## src/rtl/adc_scan_ctrl.sv

```systemverilog
// Scanning controller for an external A/D chip with an input mux: converts each
// enabled channel in ascending order (single pass or continuous) and hands results out over valid/ready.
module adc_scan_ctrl #(
    parameter int DATA_W   = 12,
    parameter int NUM_CH   = 4,
    parameter int CH_W     = 2,
    parameter int SETTLE   = 4,
    parameter int READ_HLD = 2,
    parameter int TIMEOUT  = 255
) (
    input  logic              clk,
    input  logic              reset,
    input  logic              start,
    input  logic              mode,
    input  logic [NUM_CH-1:0] ch_mask,
    input  logic              ad_status,
    input  logic [DATA_W-1:0] ad_data,
    output logic [CH_W-1:0]   ad_mux,
    output logic              ad_rwb,
    output logic              ad_cseb,
    output logic              busy,
    output logic              out_valid,
    input  logic              out_ready,
    output logic [DATA_W-1:0] out_data,
    output logic [CH_W-1:0]   out_ch,
    output logic              timeout_err
);

    typedef enum logic [2:0] {
        S_IDLE,
        S_SETTLE,
        S_SAMPLE,
        S_CONV_WAIT,
        S_READ,
        S_OUTPUT,
        S_NEXT
    } state_t;

    state_t              state_q, state_d;
    logic [15:0]         cnt_q, cnt_d;
    logic                mode_q, mode_d;
    logic [NUM_CH-1:0]   mask_q, mask_d;
    logic [CH_W-1:0]     mux_q, mux_d;
    logic                rwb_q, rwb_d;
    logic                cseb_q, cseb_d;
    logic                busy_q, busy_d;
    logic                valid_q, valid_d;
    logic [DATA_W-1:0]   data_q, data_d;
    logic [CH_W-1:0]     ch_q, ch_d;
    logic                terr_q, terr_d;

    logic [CH_W-1:0]     start_ch;
    logic [CH_W-1:0]     wrap_ch;
    logic [CH_W-1:0]     up_ch;
    logic                up_found;
    logic                cnt_timeout;

    // Channel selection: lowest bit of the incoming mask, lowest bit of the
    // latched mask, and lowest latched bit strictly above the current channel.
    always_comb begin
        start_ch = '0;
        wrap_ch  = '0;
        up_ch    = '0;
        up_found = 1'b0;
        for (int i = NUM_CH - 1; i >= 0; i--) begin
            if (ch_mask[i]) start_ch = CH_W'(i);
            if (mask_q[i]) wrap_ch = CH_W'(i);
            if (mask_q[i] && (i > int'(mux_q))) begin
                up_ch    = CH_W'(i);
                up_found = 1'b1;
            end
        end
    end

    assign cnt_timeout = (cnt_q == 16'(TIMEOUT - 1));

    always_comb begin
        state_d = state_q;
        cnt_d   = cnt_q + 16'd1;
        mode_d  = mode_q;
        mask_d  = mask_q;
        mux_d   = mux_q;
        valid_d = valid_q;
        data_d  = data_q;
        ch_d    = ch_q;
        terr_d  = 1'b0;

        case (state_q)
            S_IDLE: begin
                if (start && (ch_mask != '0)) begin
                    mode_d  = mode;
                    mask_d  = ch_mask;
                    mux_d   = start_ch;
                    cnt_d   = '0;
                    state_d = S_SETTLE;
                end
            end
            S_SETTLE: begin
                if (cnt_q == 16'(SETTLE - 1)) begin
                    cnt_d   = '0;
                    state_d = S_SAMPLE;
                end
            end
            // The timeout counter keeps running across SAMPLE -> CONV_WAIT and
            // wins over a status edge arriving on the same cycle.
            S_SAMPLE: begin
                if (cnt_timeout) begin
                    terr_d  = 1'b1;
                    state_d = S_NEXT;
                end else if (ad_status) begin
                    state_d = S_CONV_WAIT;
                end
            end
            S_CONV_WAIT: begin
                if (cnt_timeout) begin
                    terr_d  = 1'b1;
                    state_d = S_NEXT;
                end else if (!ad_status) begin
                    cnt_d   = '0;
                    state_d = S_READ;
                end
            end
            S_READ: begin
                if (cnt_q == 16'(READ_HLD - 1)) begin
                    data_d  = ad_data;
                    ch_d    = mux_q;
                    valid_d = 1'b1;
                    state_d = S_OUTPUT;
                end
            end
            S_OUTPUT: begin
                if (valid_q && out_ready) begin
                    valid_d = 1'b0;
                    state_d = S_NEXT;
                end
            end
            S_NEXT: begin
                cnt_d = '0;
                if (up_found) begin
                    mux_d   = up_ch;
                    state_d = S_SETTLE;
                end else if (mode_q) begin
                    mux_d   = wrap_ch;
                    state_d = S_SETTLE;
                end else begin
                    state_d = S_IDLE;
                end
            end
            default: state_d = S_IDLE;
        endcase

        // Strobes are registered from the state being entered so they line up with it.
        case (state_d)
            S_SAMPLE: begin
                rwb_d  = 1'b0;
                cseb_d = 1'b0;
            end
            S_READ: begin
                rwb_d  = 1'b1;
                cseb_d = 1'b0;
            end
            default: begin
                rwb_d  = 1'b1;
                cseb_d = 1'b1;
            end
        endcase
        busy_d = (state_d != S_IDLE);
    end

    always_ff @(posedge clk) begin
        if (reset) begin
            state_q <= S_IDLE;
            cnt_q   <= '0;
            mode_q  <= 1'b0;
            mask_q  <= '0;
            mux_q   <= '0;
            rwb_q   <= 1'b1;
            cseb_q  <= 1'b1;
            busy_q  <= 1'b0;
            valid_q <= 1'b0;
            data_q  <= '0;
            ch_q    <= '0;
            terr_q  <= 1'b0;
        end else begin
            state_q <= state_d;
            cnt_q   <= cnt_d;
            mode_q  <= mode_d;
            mask_q  <= mask_d;
            mux_q   <= mux_d;
            rwb_q   <= rwb_d;
            cseb_q  <= cseb_d;
            busy_q  <= busy_d;
            valid_q <= valid_d;
            data_q  <= data_d;
            ch_q    <= ch_d;
            terr_q  <= terr_d;
        end
    end

    assign ad_mux      = mux_q;
    assign ad_rwb      = rwb_q;
    assign ad_cseb     = cseb_q;
    assign busy        = busy_q;
    assign out_valid   = valid_q;
    assign out_data    = data_q;
    assign out_ch      = ch_q;
    assign timeout_err = terr_q;

endmodule

```

## config.mk

```make
export PLATFORM = sky130hd
export DESIGN_NAME = adc_scan_ctrl
export DESIGN_NICKNAME = d
export VERILOG_FILES = /design/src/rtl/adc_scan_ctrl.sv
export SDC_FILE = /design/constraint.sdc
export NUM_CORES = 1
export LEC_CHECK = 0
export BUFFER_PORTS_ARGS = -buffer_cell sky130_fd_sc_hd__clkbuf_2
export CORE_MARGIN = 2
export CORE_UTILIZATION = 54
export CTS_CLUSTER_DIAMETER = 50
export DETAILED_ROUTE_END_ITERATION = 10
export PLACE_DENSITY = 0.79
export SLEW_MARGIN = 20
export SYNTH_ARGS = -nofsm -noshare
export SYNTH_HDL_FRONTEND = slang
export SYNTH_SLANG_ARGS = --single-unit
export TNS_END_PERCENT = 100
```

## constraint.sdc

```tcl
create_clock -name clk -period 2.5 [get_ports clk]
set_clock_uncertainty 0.05 [all_clocks]
set_input_delay 0.125 -clock clk [delete_from_list [all_inputs] [get_ports clk]]
set_output_delay 0.125 -clock clk [all_outputs]
set_load 0.01 [all_outputs]
```

; Word level (Yosys, flattened, before mapping)
; Cells that the tools add are included.
[word_totals]
reg_bits = 45
latchBits = 0
mem_bits_rw = 0
rom_bits = 0
inputBits = 22
output_inout_bits = 21
wordCells = 89
n_memories = 0
[classes]
n_addsub = 1
n_mul = 0
div = 0
magnitude_cmp = 3
n_eq_ne = 15
shifts = 0
n_mux = 40
bitwise_logic = 1
n_reduce_logical = 17
[op_table]
columns = cell, count
row1 = $mux W16, 4
row2 = $pmux W16 S4, 1
row3 = $mux W2, 14
row4 = $mux W3, 8
row5 = $pmux W3 S7, 1
row6 = $add A16 B1 Y16 const B, 1
row7 = $eq A16 B1 Y1 const B, 1
row8 = $eq A16 B2 Y1 const B, 1
row9 = $eq A16 B8 Y1 const B, 1
row10 = $eq A3 B3 Y1 const B, 4
row11 = $mux W1, 10
row12 = $eq A3 B2 Y1 const B, 3
row13 = $ne A2 B2 Y1 const B, 3
row14 = $reduce_and A3 Y1, 2
row15 = $reduce_or A2 Y1, 3
row16 = $logic_and A1 B1 Y1, 5
row17 = $gt A2 B2 Y1 const A, 2
row18 = $pmux W2 S2, 1
row19 = $reduce_and A2 Y1, 2
row20 = $reduce_bool A2 Y1, 2
row21 = $reduce_bool A4 Y1, 1
row22 = $eq A3 B1 Y1 const B, 1
row23 = $logic_not A3 Y1, 1
row24 = $ne A3 B3 Y1 const B, 1
row25 = other kinds (4), 4

; Longest topological paths before layout
[logic_depth]
depth_word = 10
ltp_mapped = 8
mapped_depth_nobuf = 8

; Least setup slack after synthesis
; No wires, ideal clock.
[synth_timing]
path_kind = register to register
start = register cnt_q[0]
end = register busy_q, in the netlist busy
setup_time_ns = 0.127
arrival_ns = 1.971
required_ns = 2.323
slack_ns = 0.352
path_stages_with_launch = 9
path_buffers = 0
synth_period_minus_slack_ns = 2.148
path_cell_list = dfxtp_1 inv_1 ha_1 and3_1 and4_1 o211a_1 a311oi_2 nor2b_1 or3_1
[synth_between]
elab_chain_cells = 4
elab_cells_between_ends = 9
classes_between = eq/ne (3) / mux (5) / reduce/logical (1)
[synth_lines]
columns = item, line
row1 = "start, declared", 40  ; logic [15:0] cnt_q, cnt_d;
row2 = "start signal, assigned", 186  ; cnt_q <= cnt_d;
row3 = "$eq A16 B1 Y1, or another cell as far along", 124  ; if (cnt_q == 16'(READ_HLD - 1)) begin
row4 = "$mux W3, on equally long branches", n/a
row5 = $pmux W3 S7 *, 88  ; case (state_q)
row6 = $reduce_bool A3 Y1 *, 167  ; busy_d = (state_d != S_IDLE);
row7 = "end signal, assigned", 192  ; busy_q <= busy_d;
row8 = "end, declared", 46  ; logic busy_q, busy_d;
; Every way passes the cells marked *; elsewhere a longest branch is shown, timed or not.
; A chain may end at the register's enable or synchronous reset.

; Final worst setup path
; Same ends and word-level chain as after synthesis.

==> flow_summary_export.csv <==
group,metric,value,unit
synth,yosys_register_bits,45,
synth,synth_ff_type,"dfxtp_1",
global_route,grt_pass1_wl,7120,microns
sta,finalSetupViolations,0,
sta,period_minus_slack,2.28,ns
route,via_per_inst,5.30,
sta,slew_viol_final,0,
synth,mappedNetlistNets,260,
synth,netlist_instances,235,
cts,cts_sinks,45,
synth,syn_area_per_cell,9.04,sq um
sta,slew_headroom,65.7,%
synth,netlist.area_leader.share,42.4,%
hold_path,hp-class,"in2reg",
power_and_ir_drop,powerDensity,535,nW/um^2
cts,cts_resized,0,
power_and_ir_drop,pwr-share-comb,9.4,%
hold_path,hp-start,"ad_data[2]",
placed_design,io_buffer_count,42,
power_and_ir_drop,p_sw,0.342,mW
critical_path,worstPathMaxFanout,8,
synth,yosysTopAreaCell,"dfxtp_1",
finish,drive_gt1_share,23.9,%
route,drt_iter0_markers,232,
synth,yosysSeqAreaShare,42.4,%
sta,whs,0.0106,ns
status,status,"finished clean",
cts,numCtsBuffers,5,
cts,clk_path_buf_depth,2,
power_and_ir_drop,p_sw_share,25.7,%
cts,clk_pin_slew,0.09,ns
global_route,grtUsageTotal,21.2,%
cts,cts_tree,"built",
cts,cts_max_level,2,
sta,hold_viol_final,0,
die,io_pins,43,
power_and_ir_drop,p_leak,0.981,nW
die,die_y,66.7,microns
critical_path,end_kind,"flop",
placed_design,hpwl,3060,microns
cts,cts_root_buffer,"clkbuf_8",
die,core_area,3720,sq um
cts,postCtsSetupBuffers,0,
power_and_ir_drop,peakVddDrop,0.000421,V
finish,finalNetCount,308,
synth,synth_async_sr_flop_share,0,%
critical_path,ff2ff_path_depth,8,
sta,fin_tns_setup,0,ns
sta,fmax,438,MHz
die,dieArea,4450,sq um
route,drtAntennaViolNets,0,
route,post_drt_wl_per_cell,12.8,microns
power_and_ir_drop,p_seq_share,56.9,%
critical_path,r2r-end,"busy$_SDFF_PP0_",
route,drc,0,
synth,synthTopCellsByCount,"nor2_1 (46), dfxtp_1 (45), mux2i_1 (15), nand2_1 (15), inv_1 (11)",
synth,yosys.cell_types.count,48,
run,cap_violations,0,
critical_path,r2r_setup_slack,0.22,ns
route,dr.pass1.iters,4,
die,initial_utilization,57.2,%
sta,rsz0062_at_grt,"no",
route,via_count,1759,
finish,antennaDiodeCount,0,
critical_path,critical_path_class,"reg2reg",
power_and_ir_drop,clockPowerShare,33.6,%
synth,synth_enable_flop_cells,0,
synth,ys_top_cells_by_area,"dfxtp_1 (42%), nor2_1 (8.1%), mux2i_1 (7.1%), xor2_1 (3.3%), xnor2_1 (2.9%)",
synth,ys_warn_count,0,
critical_path,crit_required,2.63,ns
sta,worst_pin_slew,0.513,ns
critical_path,worstReg2RegStart,"cnt_q[0]$_SDFF_PP0_",
die,std_cell_rows,22,
critical_path,arrival,2.42,ns
route,finalWirelength,4240,microns
global_route,grt_max_degree,23,
power_and_ir_drop,p_int,0.989,mW
synth,yosysMostFrequentCell,"nor2_1",
critical_path,critPathLaunchType,"flop",
sta,finalCritPeriodShare,91.4,%
synth,synthesis.area,2120,sq um
hold_path,worstHoldPathCells,3,
global_route,grt_pass1_vias,1614,
placed_design,gp_congestion,0.825,
global_route,grt_overflow,0,
die,die_w,66.7,microns
finish,areaGrowthSynthToFinish,17.0,%
global_route,antenna_found_initial,0,
hold_path,min_to,"out_data[2]$_SDFFE_PP0P_",
cts,insertion_delay,0.30,ns
finish,nFillCells,299,
[flip-flops by register name, indices dropped and copies added (netlist names)]
name	flops
out_data	12
mask_q	4
ad_cseb	1
busy	1
state_q	3
cnt_q	16
ad_mux	2
mode_q	1
out_ch	2
out_valid	1
ad_rwb	1
timeout_err	1
[critical path, cell delays in order (launching register included)]
cell,delay [ns]
dfxtp_1,0.46
inv_1,0.07
ha_1,0.19
and3_1,0.19
and4_1,0.21
o211a_1,0.24
a311oi_2,0.29
nor2b_1,0.11
or3_1,0.35
[power by group through the flow]
stage / combinational [mW] / clock (mW) / sequential [mW]
after floorplan: 0.0868 / 0 / 0.765
after global placement: 0.120 / 0 / 0.773
after detailed placement: 0.122 / 0 / 0.774
after CTS: 0.127 / 0.456 / 0.757
after global routing: 0.141 / 0.491 / 0.761
final: 0.126 / 0.447 / 0.757
[stage by stage]
| stage | area [sq um] | total power, mW | util, % | cells | setup WS (ns) |
|---|---|---|---|---|---|
| global route | 2490 | 1.39 | 66.9 | 332 | 0.0481 |
| CTS | 2490 | 1.34 | 66.9 | 332 | 0.205 |
| detailed placement | 2370 | 0.897 | 63.7 | 321 | 0.216 |
| global placement | 2370 | 0.893 | 63.7 | 321 | 0.275 |
| floorplan | 2120 | 0.851 | - | 235 | 0.352 |
| finish | 2490 | 1.33 | 66.9 | 332 | 0.215 |
[layout by cell type, fill, tap and decap left out, types with 2 or more instances in the layout]
cell           count
ha_1               3
nand3_1            8
a21oi_1           10
clkbuf_8           5
dfxtp_1           45
and3_1             2
o21ai_0            4
mux2i_1           15
a22oi_1            2
buf_4              5
a31oi_1            3
nor3_1             6
nor2_1            46
nand2b_1           3
xor2_1             8
nand2_1           15
clkbuf_2          42
nor2b_1            2
nor4_1             3
nand4_1            7
or3_1              2
dlygate4sd3_1      3
xnor2_1            7
inv_1             11
nor4_4             2
[final cells by class]
cell class	count	area (sq um)	area share, %
clock buffers	5	68.8	2.77
clock inverters	3	21.3	0.856
inverters	11	41.3	1.66
multi-input cells	170	1120	44.9
flip-flops and latches	45	901	36.2
well taps	48	60.1	2.42
repair buffers	50	278	11.2
[kinds of logic (layout without fill, tap and decap cells)]
logic type | count (synthesis) | in the layout | share of synthesized area (%)
compound gates | 31 | 31 | 10.7
xor+xnor | 15 | 15 | 6.18
fa+ha+maj | 3 | 3 | 1.77
buf+inv | 20 | 69 | 5.07
flops | 45 | 45 | 42.4
mux | 15 | 15 | 7.07
simple gates | 106 | 106 | 26.9
[repair_timing]
| item | 4_1_cts | 5_1_grt |
|---|---|---|
| hold buffers | 3 | 0 |
| hold endpoints to repair | 3 | 0 |
| setup endpoints to repair | 0 | 0 |
[worst max-delay path by stage]
stage	startpoint	end	cells past startpoint	slack [ns]
after floorplan	cnt_q[0]$_SDFF_PP0_	busy$_SDFF_PP0_	8	0.35
after global placement	cnt_q[0]$_SDFF_PP0_	busy$_SDFF_PP0_	8	0.28
after detailed placement	cnt_q[0]$_SDFF_PP0_	busy$_SDFF_PP0_	8	0.22
after CTS	cnt_q[0]$_SDFF_PP0_	busy$_SDFF_PP0_	8	0.21
after global routing	cnt_q[0]$_SDFF_PP0_	busy$_SDFF_PP0_	8	0.05
final	cnt_q[0]$_SDFF_PP0_	busy$_SDFF_PP0_	8	0.22
[routing by layer]
metal	vias to the layer above	share of wire [%]	global-route usage (%)
met4	0	1.3	7.40
li1	914	-	-
met3	6	4.6	5.24
met5	-	0	0
met1	796	45	26.3
met2	43	49	35.6
(Power assumes the default switching activity.)
